## config.mk

```make
export PLATFORM = sky130hd
export DESIGN_NAME = fp_operand_loader
export DESIGN_NICKNAME = d
export VERILOG_FILES = /design/src/rtl/fp_operand_loader.sv
export SDC_FILE = /design/constraint.sdc
export NUM_CORES = 1
export LEC_CHECK = 0
export CORE_MARGIN = 2
export CORE_UTILIZATION = 50
export CTS_CLUSTER_DIAMETER = 30
export DETAILED_ROUTE_END_ITERATION = 8
export MAX_ROUTING_LAYER = met4
export PLACE_DENSITY = 0.83
export SLEW_MARGIN = 20
export SYNTH_ARGS = -nofsm -noshare
export SYNTH_HDL_FRONTEND = slang
export SYNTH_SLANG_ARGS = --single-unit
```

## constraint.sdc

```tcl
create_clock -name clk -period 4.8 [get_ports clk]
set_input_delay 0.48 -clock clk [delete_from_list [all_inputs] [get_ports clk]]
set_output_delay 0.48 -clock clk [all_outputs]
set_load 0.005 [all_outputs]
```

## src/rtl/fp_operand_loader.sv

```systemverilog
// Input stage for the FP16 multiplier: synchronises switches and buttons, debounces the
// buttons, and sequences capture of operands A and B into a valid/ready hand-off.
module fp_operand_loader #(
    parameter int WIDTH           = 16,
    parameter int DEBOUNCE_CYCLES = 250000
) (
    input  logic             clk,
    input  logic             rst,
    input  logic [WIDTH-1:0] sw_in,
    input  logic             btn_save,
    input  logic             btn_clear,
    input  logic             op_ready,
    input  logic [WIDTH-1:0] result,
    output logic [WIDTH-1:0] op_a,
    output logic [WIDTH-1:0] op_b,
    output logic             op_valid,
    output logic [WIDTH-1:0] display,
    output logic [1:0]       phase
);
    localparam int            CW      = $clog2(DEBOUNCE_CYCLES);
    localparam logic [CW-1:0] CNT_MAX = CW'(DEBOUNCE_CYCLES - 1);

    typedef enum logic [1:0] {
        GET_A = 2'b00,
        GET_B = 2'b01,
        ISSUE = 2'b10,
        SHOW  = 2'b11
    } state_t;

    logic [WIDTH-1:0] r_sw_meta;
    logic [WIDTH-1:0] r_sw_sync;
    logic [1:0]       r_btn_meta;
    logic [1:0]       r_btn_sync;
    logic [1:0]       w_btn_raw;
    logic [1:0]       w_pulse;
    logic             w_save_p;
    logic             w_clear_p;

    assign w_btn_raw = {btn_clear, btn_save};

    always_ff @(posedge clk or posedge rst) begin
        if (rst) begin
            r_sw_meta  <= '0;
            r_sw_sync  <= '0;
            r_btn_meta <= '0;
            r_btn_sync <= '0;
        end else begin
            r_sw_meta  <= sw_in;
            r_sw_sync  <= r_sw_meta;
            r_btn_meta <= w_btn_raw;
            r_btn_sync <= r_btn_meta;
        end
    end

    // Bit 0 is SAVE, bit 1 is CLEAR. The counter only runs while the synced level
    // disagrees with the accepted level, so any bounce back restarts the count.
    generate
        for (genvar gi = 0; gi < 2; gi++) begin : g_debounce
            logic [CW-1:0] r_cnt;
            logic          r_db;
            logic          r_db_prev;

            always_ff @(posedge clk or posedge rst) begin
                if (rst) begin
                    r_cnt     <= '0;
                    r_db      <= 1'b0;
                    r_db_prev <= 1'b0;
                end else begin
                    r_db_prev <= r_db;
                    if (r_btn_sync[gi] == r_db) begin
                        r_cnt <= '0;
                    end else if (r_cnt == CNT_MAX) begin
                        r_db  <= r_btn_sync[gi];
                        r_cnt <= '0;
                    end else begin
                        r_cnt <= r_cnt + 1'b1;
                    end
                end
            end

            assign w_pulse[gi] = r_db & ~r_db_prev;
        end
    endgenerate

    assign w_save_p  = w_pulse[0];
    assign w_clear_p = w_pulse[1];

    state_t           r_state;
    state_t           w_state_next;
    logic [WIDTH-1:0] r_op_a;
    logic [WIDTH-1:0] r_op_b;
    logic [WIDTH-1:0] w_op_a_next;
    logic [WIDTH-1:0] w_op_b_next;
    logic             r_op_valid;
    logic             w_op_valid_next;

    always_ff @(posedge clk or posedge rst) begin
        if (rst) begin
            r_state    <= GET_A;
            r_op_a     <= '0;
            r_op_b     <= '0;
            r_op_valid <= 1'b0;
        end else begin
            r_state    <= w_state_next;
            r_op_a     <= w_op_a_next;
            r_op_b     <= w_op_b_next;
            r_op_valid <= w_op_valid_next;
        end
    end

    always_comb begin
        w_state_next    = r_state;
        w_op_a_next     = r_op_a;
        w_op_b_next     = r_op_b;
        w_op_valid_next = r_op_valid;
        if (w_clear_p) begin
            w_state_next    = GET_A;
            w_op_a_next     = '0;
            w_op_b_next     = '0;
            w_op_valid_next = 1'b0;
        end else begin
            case (r_state)
                GET_A: if (w_save_p) begin
                    w_op_a_next  = r_sw_sync;
                    w_state_next = GET_B;
                end
                GET_B: if (w_save_p) begin
                    w_op_b_next     = r_sw_sync;
                    w_op_valid_next = 1'b1;
                    w_state_next    = ISSUE;
                end
                ISSUE: if (op_ready) begin
                    w_op_valid_next = 1'b0;
                    w_state_next    = SHOW;
                end
                SHOW: if (w_save_p) begin
                    w_state_next = GET_A;
                end
                default: w_state_next = GET_A;
            endcase
        end
    end

    always_comb begin
        display = r_sw_sync;
        case (r_state)
            ISSUE:   display = r_op_b;
            SHOW:    display = result;
            default: display = r_sw_sync;
        endcase
    end

    assign op_a     = r_op_a;
    assign op_b     = r_op_b;
    assign op_valid = r_op_valid;
    assign phase    = r_state;
endmodule

```

# Word-level counts from Yosys, hierarchy flattened
# Cells that the tools add are included.
[word_totals] word_cells=64 output_inout_bits=51 reg_bits=111
[classes] mux=20 reduce_logical=11 n_addsub=2 bitwise_logic=6 eq_ne=11
[op_table] op="$mux 16" n=5
[op_table] op="$mux 18" n=4
[op_table] op="$add 18x1->18 const B" n=2
[op_table] op="$eq 18x18->1 const B" n=2
[op_table] op="$pmux 16 s2" n=1
[op_table] op="$ne 3x3->1 const B" n=4
[op_table] op="$mux 2" n=5
[op_table] op="$pmux 2 s4" n=1
[op_table] op="$reduce_and 2->1" n=4
[op_table] op="$reduce_bool 2->1" n=3
[op_table] op="$eq 2x2->1 const B" n=2
[op_table] op="$not 1->1" n=4
[op_table] op="$reduce_and 4->1" n=1
[op_table] op="$mux 1" n=3
[op_table] op="$reduce_and 3->1" n=1
[op_table] op="$reduce_bool 3->1" n=1
[op_table] op="$and 1x1->1" n=2
[op_table] op="$eq 1x1->1" n=2
[op_table] op="$eq 2x1->1 const B" n=1
[op_table] op="$logic_not 2->1" n=1
[op_table] op="$pmux 1 s2" n=1

# Logic depth before layout (Yosys ltp)
# Gate-level depths: netlist (run 1).
[logic_depth] depth_word=5 depth_mapped=7 mapped_depth_nobuf=6

# Worst setup path after synthesis (run 1)
# OpenSTA, ideal clock, no wires.
[synth_timing] path_type="reg2out" start="reg r_state[0] (netlist: phase[0])" end="out display[0]" path_stages_with_launch=7 setup_slack_ns=2.814 t_required_ns=4.320 arrival_time_ns=1.506 path_buffers=2 cell_sequence="dfrtp_1 -> ha_1 -> clkbuf_1 -> nor2_1 -> clkbuf_1 -> nand2_1 -> nand2_1"
[synth_between] elab_chain_len=2 word_cells_on_any_way=3
[synth_rtl] item="from (decl)" line="88" source="state_t r_state;"
[synth_rtl] item="from (signal assigned)" line="104" source="r_state <= w_state_next;"
[synth_rtl] item="$eq 2x2->1" line="146" source="case (r_state)"
[synth_rtl] item="$pmux 16 s2 (*)" line="146"
[synth_rtl] item="to (decl)" line="17" source="output logic [WIDTH-1:0] display,"
# Every way passes the cells marked *; elsewhere a longest branch is shown, timed or not.

# Worst setup path after layout (run 1)
[layout_timing] start="reg r_state[0] (netlist: phase[0])" end="out display[4]"
# The elaborated chain is that of the path after synthesis.

==> impl_metrics.toml, run 1 <==
[global_routing]
grt_start_max_net_pins = 78
gr-usage-met2_pct = 31.3
grt_util_all_layers_pct = 20.1
grtUsageMet3_pct = 2.99
grt_pass1_vias = 3314
grt_pass1_wl_mm = 15.5
busiest_layer = "met2"
overflow = 0
antenna_found_initial = 0
grt.met1_usage_pct = 26.3

[sta]
relSlewSlack_pct = 31.9
min_period_over_period_pct = 72.7
fmax_ghz = 0.287
tns_ns = 0
hold_violations = 0
setup-violations-final = 0
slew_viol_final = 0
worst_pin_slew_ns = 1.02
fin_skew_ns = 0.0144
hold_slack_ns = 0.342
min_period_ns = 3.49
rsz0062_at_grt = "no"

[cts]
root_buffer = "clkbuf_8"
cts_tree = "yes"
cts.hold.buffers_added = 0
clock-sinks = 111
post_cts_resized = 0
clockBufferDepth = 2
numCtsBuffers = 9
worstSkewPairLatency_ns = 0.36
htreeDepth = 3
path_clk_slew_ns = 0.11
post_cts_buffers = 0

[synth]
yosys-top-cells-area = "dfrtp_1, nand2_1, a21oi_1"
yosysUniqueCellTypes = 36
synth_ff_type = "dfrtp_1"
syn-num-nets = 495
async_flop_share_pct = 100
synthTopCellsByCount = "dfrtp_1, nand2_1, nor2_1"
yosysTopAreaCell = "dfrtp_1"
synthMostInstantiatedCell = "dfrtp_1"
syn_area_um2 = 4650
synth_top_area_share_pct = 59.7
synth-edff-count = 0
ys_ff_latch = 111
postSynthAreaPerCell_um2 = 10.3
synthCells = 451
ys_seq_area_share_pct = 59.7
synth_warnings = 0

[floorplan]
ioPinCount = 88
dieArea_um2 = 10100
core_um2 = 9150
dieHeight_um = 100
die_width_um = 100
initial_core_util_pct = 50.8
fp-row-count = 35

[critical_path]
startpoint_type = "flip-flop"
cp.arrival_ns = 3.01
rr_endpoint = "g_debounce[0].r_cnt[11]"
critPathRequiredTime_ns = 4.32
ff2ff_setup_slack_ns = 2.76
r2r_cells = 4
worstSetupEndpointType = "primary output"
worst-setup-path-type = "reg -> out"
r2r_start = "g_debounce[0].r_cnt[0]"
cp_max_fo = 20

[routing]
drtIter0Drc = 113
drc_errors = 0
vias = 3509
ant_nets = 0
drtPass1Iterations = 4
wl_per_cell_um = 14.4
via_per_inst = 5.41
totalWireLength_mm = 9.37

[power]
leakagePower_nw = 2.48
total_power_mw = 1.63
powerDensity_nw_per_um2 = 279
vdd_drop_max_v = 0.000132

[place]
io_buffers = 87
dpl_cell_area_um2 = 5610
gp_congestion = 0.871
post-dp-hpwl_mm = 6.77

[hold_path]
hp-class = "reg -> reg"
hold_path_startpoint = "r_sw_meta[8]"
holdPathEnd = "r_sw_sync[8]"
hold_depth = 0

[job]
cap_viol_max_count = 0

[outcome]
status = "complete, no violations"

[finish]
antennaDiodeCount = 0
fillers = 724
drive_gt1_share_pct = 6.13
nets = 577
finalInstanceArea_um2 = 5820
synthToLayoutAreaGrowth_pct = 25.1
-- worst max path at each step --
stage,start,end,cells past startpoint,slack (ns)
3_5_place_dp,phase[0],display[4],6,1.75
3_3_place_gp,phase[0],display[6],6,1.89
5_1_grt,phase[0],display[9],6,1.13
6_report,phase[0],display[4],6,1.31
2_1_floorplan,rst,g_debounce[0].r_cnt[0],1,1.39
4_1_cts,phase[0],display[4],6,1.33
-- layer usage --
metal  vias to the layer above  share of wire [%]
met3                        13                4.8
li1                       1685                  -
met1                      1708                 46
met2                       103                 48
met5                         -                  0
met4                         0                1.6
-- flip-flops by register name, summed over array words and instances (netlist names) --
signal and cells:
op_valid 1, op_a 16, r_sw_meta 16, r_btn_sync 2
op_b 16, r_btn_meta 2, r_sw_sync 16, g_debounce.r_db_prev 2
phase 2, g_debounce.r_db 2, g_debounce.r_cnt 36
-- per-stage QoR --
stage / setup slack, ns / util [%] / cells
4_1_cts: 1.33 / 63.6 / 649
3_3_place_gp: 1.89 / 61.3 / 633
3_5_place_dp: 1.75 / 61.3 / 633
5_1_grt: 1.13 / 63.6 / 649
2_1_floorplan: 1.39 / - / 451
6_report: 1.31 / 63.6 / 649
-- report_power, final --
part / total [mW] / internal, mW / switching [mW]
Combinational: 0.0849 / 0.0460 / 0.0388
Clock: 0.574 / 0.253 / 0.320
Sequential: 0.968 / 0.954 / 0.0137
Total: 1.63 / 1.25 / 0.373
-- placed cells by master (no fill, tap or decap), types with 3 or more instances in the layout --
cell type and n:
a21oi_1 35, a22oi_1 16, clkbuf_8 9, clkdlybuf4s50_1 87, clkinv_4 3, dfrtp_1 111
ha_1 7, inv_1 10, nand2_1 108, nand3_1 13, nand4_1 8, nor2_1 42
nor3_1 8, nor4_1 11, o31ai_1 3, or4_1 3, xnor2_1 19, xor2_1 11
-- cell families after synthesis --
kind of cell	synth area share, %
compound gates	8.80
xor+xnor	5.65
flops	59.7
mux	0.699
buf+inv	2.45
simple gates	20.8
fa+ha+maj	1.88
-- critical path, cell delays in order (launching register included) --
cell and delay [ns]:
dfrtp_1 0.44, inv_1 0.11, ha_1 0.46, nor2_1 0.88
nand2_1 0.14, nand2_1 0.11, clkdlybuf4s50_1 0.51
-- final cells by class --
class	instances	area [um2]	share of cell area (%)
sequential	111	2780	47.7
multi-input combinational	311	1760	30.3
timing repair buffer	89	886	15.2
tap	111	139	2.39
clock buffer	9	124	2.13
clock inverter	7	87.6	1.51
inverter	11	43.8	0.753
No activity file was read; power rests on OpenSTA's default activity.
==> run 2: changes to the inputs <==
- CORE_UTILIZATION: 50 -> 47
- PLACE_DENSITY: 0.83 -> 0.82
- clock period: 4.8 -> 2.9 ns (I/O delays scaled with it)
==> impl_metrics.toml, run 2 (synthesized netlist as in run 1, its figures left out) <==
[cts]
htreeDepth = 3
clock-sinks = 111
numCtsBuffers = 9
post_cts_buffers = 0
cts.hold.buffers_added = 0
clockBufferDepth = 2
root_buffer = "clkbuf_8"
worstSkewPairLatency_ns = 0.38
post_cts_resized = 0
path_clk_slew_ns = 0.11
cts_tree = "yes"

[floorplan]
ioPinCount = 88
fp-row-count = 36
die_width_um = 103
dieArea_um2 = 10700
core_um2 = 9680
initial_core_util_pct = 48.0
dieHeight_um = 103

[critical_path]
worstSetupEndpointType = "primary output"
worst-setup-path-type = "reg -> out"
cp.arrival_ns = 2.28
critPathRequiredTime_ns = 2.61
cp_max_fo = 18
startpoint = "phase[0]"
r2r_start = "g_debounce[1].r_cnt[0]"
startpoint_type = "flip-flop"
ff2ff_setup_slack_ns = 0.91

[sta]
fmax_ghz = 0.389
tns_ns = 0
worst_pin_slew_ns = 0.921
hold_violations = 0
min_period_over_period_pct = 88.6
rsz0062_at_grt = "no"
relSlewSlack_pct = 38.4
min_period_ns = 2.57
slew_viol_final = 0
setup-violations-final = 0
hold_slack_ns = 0.334
fin_skew_ns = 0.0122

[global_routing]
grt_util_all_layers_pct = 19.4
grtUsageMet3_pct = 4.03
busiest_layer = "met2"
antenna_found_initial = 0
overflow = 0
grt_pass1_vias = 3237
gr-usage-met2_pct = 31.4
grt.met1_usage_pct = 24.6
grt_pass1_wl_mm = 15.6
grt_start_max_net_pins = 58

[finish]
drive_gt1_share_pct = 6.83
largest_reg_flops = 36
regMostFlops = "g_debounce.r_cnt"
antennaDiodeCount = 0
nets = 581
fillers = 780
synthToLayoutAreaGrowth_pct = 26.6
layout_common_cells = "dfrtp_1, nand2_1, clkdlybuf4s50_1, nor2_1, a21oi_1"
final_common_cell = "dfrtp_1"

[routing]
ant_nets = 0
wl_per_cell_um = 14.4
totalWireLength_mm = 9.75
drc_errors = 0
vias = 3462
drtPass1Iterations = 5
drtIter0Drc = 126
via_per_inst = 5.13

[power]
powerDensity_nw_per_um2 = 459
leakagePower_nw = 2.49
vdd_drop_max_v = 0.000222

[job]
cap_viol_max_count = 0

[place]
gp_congestion = 0.824
io_buffers = 87
post-dp-hpwl_mm = 7.22

[outcome]
status = "complete, no violations"

[hold_path]
hp-class = "in -> async"
## run 2: through the flow
stage,utilization (%),setup slack [ns],instance area (um2),power (mW),cells
after floorplan,-,1.10,4650,1.68,451
after global placement,58.6,0.818,5680,1.78,659
after detailed placement,58.6,0.729,5680,1.78,659
after CTS,60.8,0.302,5890,2.74,675
after global routing,60.8,0.126,5890,2.82,675
final,60.8,0.331,5890,2.70,675
## run 2: worst paths after layout
path | to | cells past startpoint
max in group asynchronous | r_sw_sync[15] | 3
min in group clk | r_btn_meta[1] | 1
worst min register to register | r_sw_sync[6] | 0
worst max-delay path | display[13] | 6
worst max register to register | g_debounce[1].r_cnt[7] | 4
worst min-delay path | r_btn_meta[1] | 2
## run 2: metal layers
layer	vias up	part of all wire, %
met4	0	1.2
li1	1695	-
met1	1651	44
met5	-	0
met2	105	48
met3	11	6.6
## run 2: report_power, final
group / total [mW] / switching [mW] / internal (mW)
Combinational: 0.144 / 0.0643 / 0.0798
Sequential: 1.60 / 0.0240 / 1.58
Clock: 0.955 / 0.536 / 0.419
## run 2: critical path, cell delays in order, from the launching register on
cell and delay [ns]:
dfrtp_1 0.44, ha_1 0.43, nor2_1 0.17, buf_4 0.22, nand2_1 0.07, nand2_1 0.07, clkdlybuf4s50_1 0.51
## run 2: area by class of cell
type / count / area [um2] / share of cell area (%)
sequential: 111 / 2780 / 47.2
multi-input combinational: 311 / 1760 / 29.9
timing repair buffer: 93 / 928 / 15.8
tap: 133 / 166 / 2.83
clock buffer: 9 / 124 / 2.10
clock inverter: 7 / 86.3 / 1.47
inverter: 11 / 45.0 / 0.765
==> run 3: changes to the inputs <==
- SKIP_CTS_REPAIR_TIMING: not set -> 1
==> results of run 3 <==
Same layout as run 2: the final DEF is identical, and so are final timing and power.
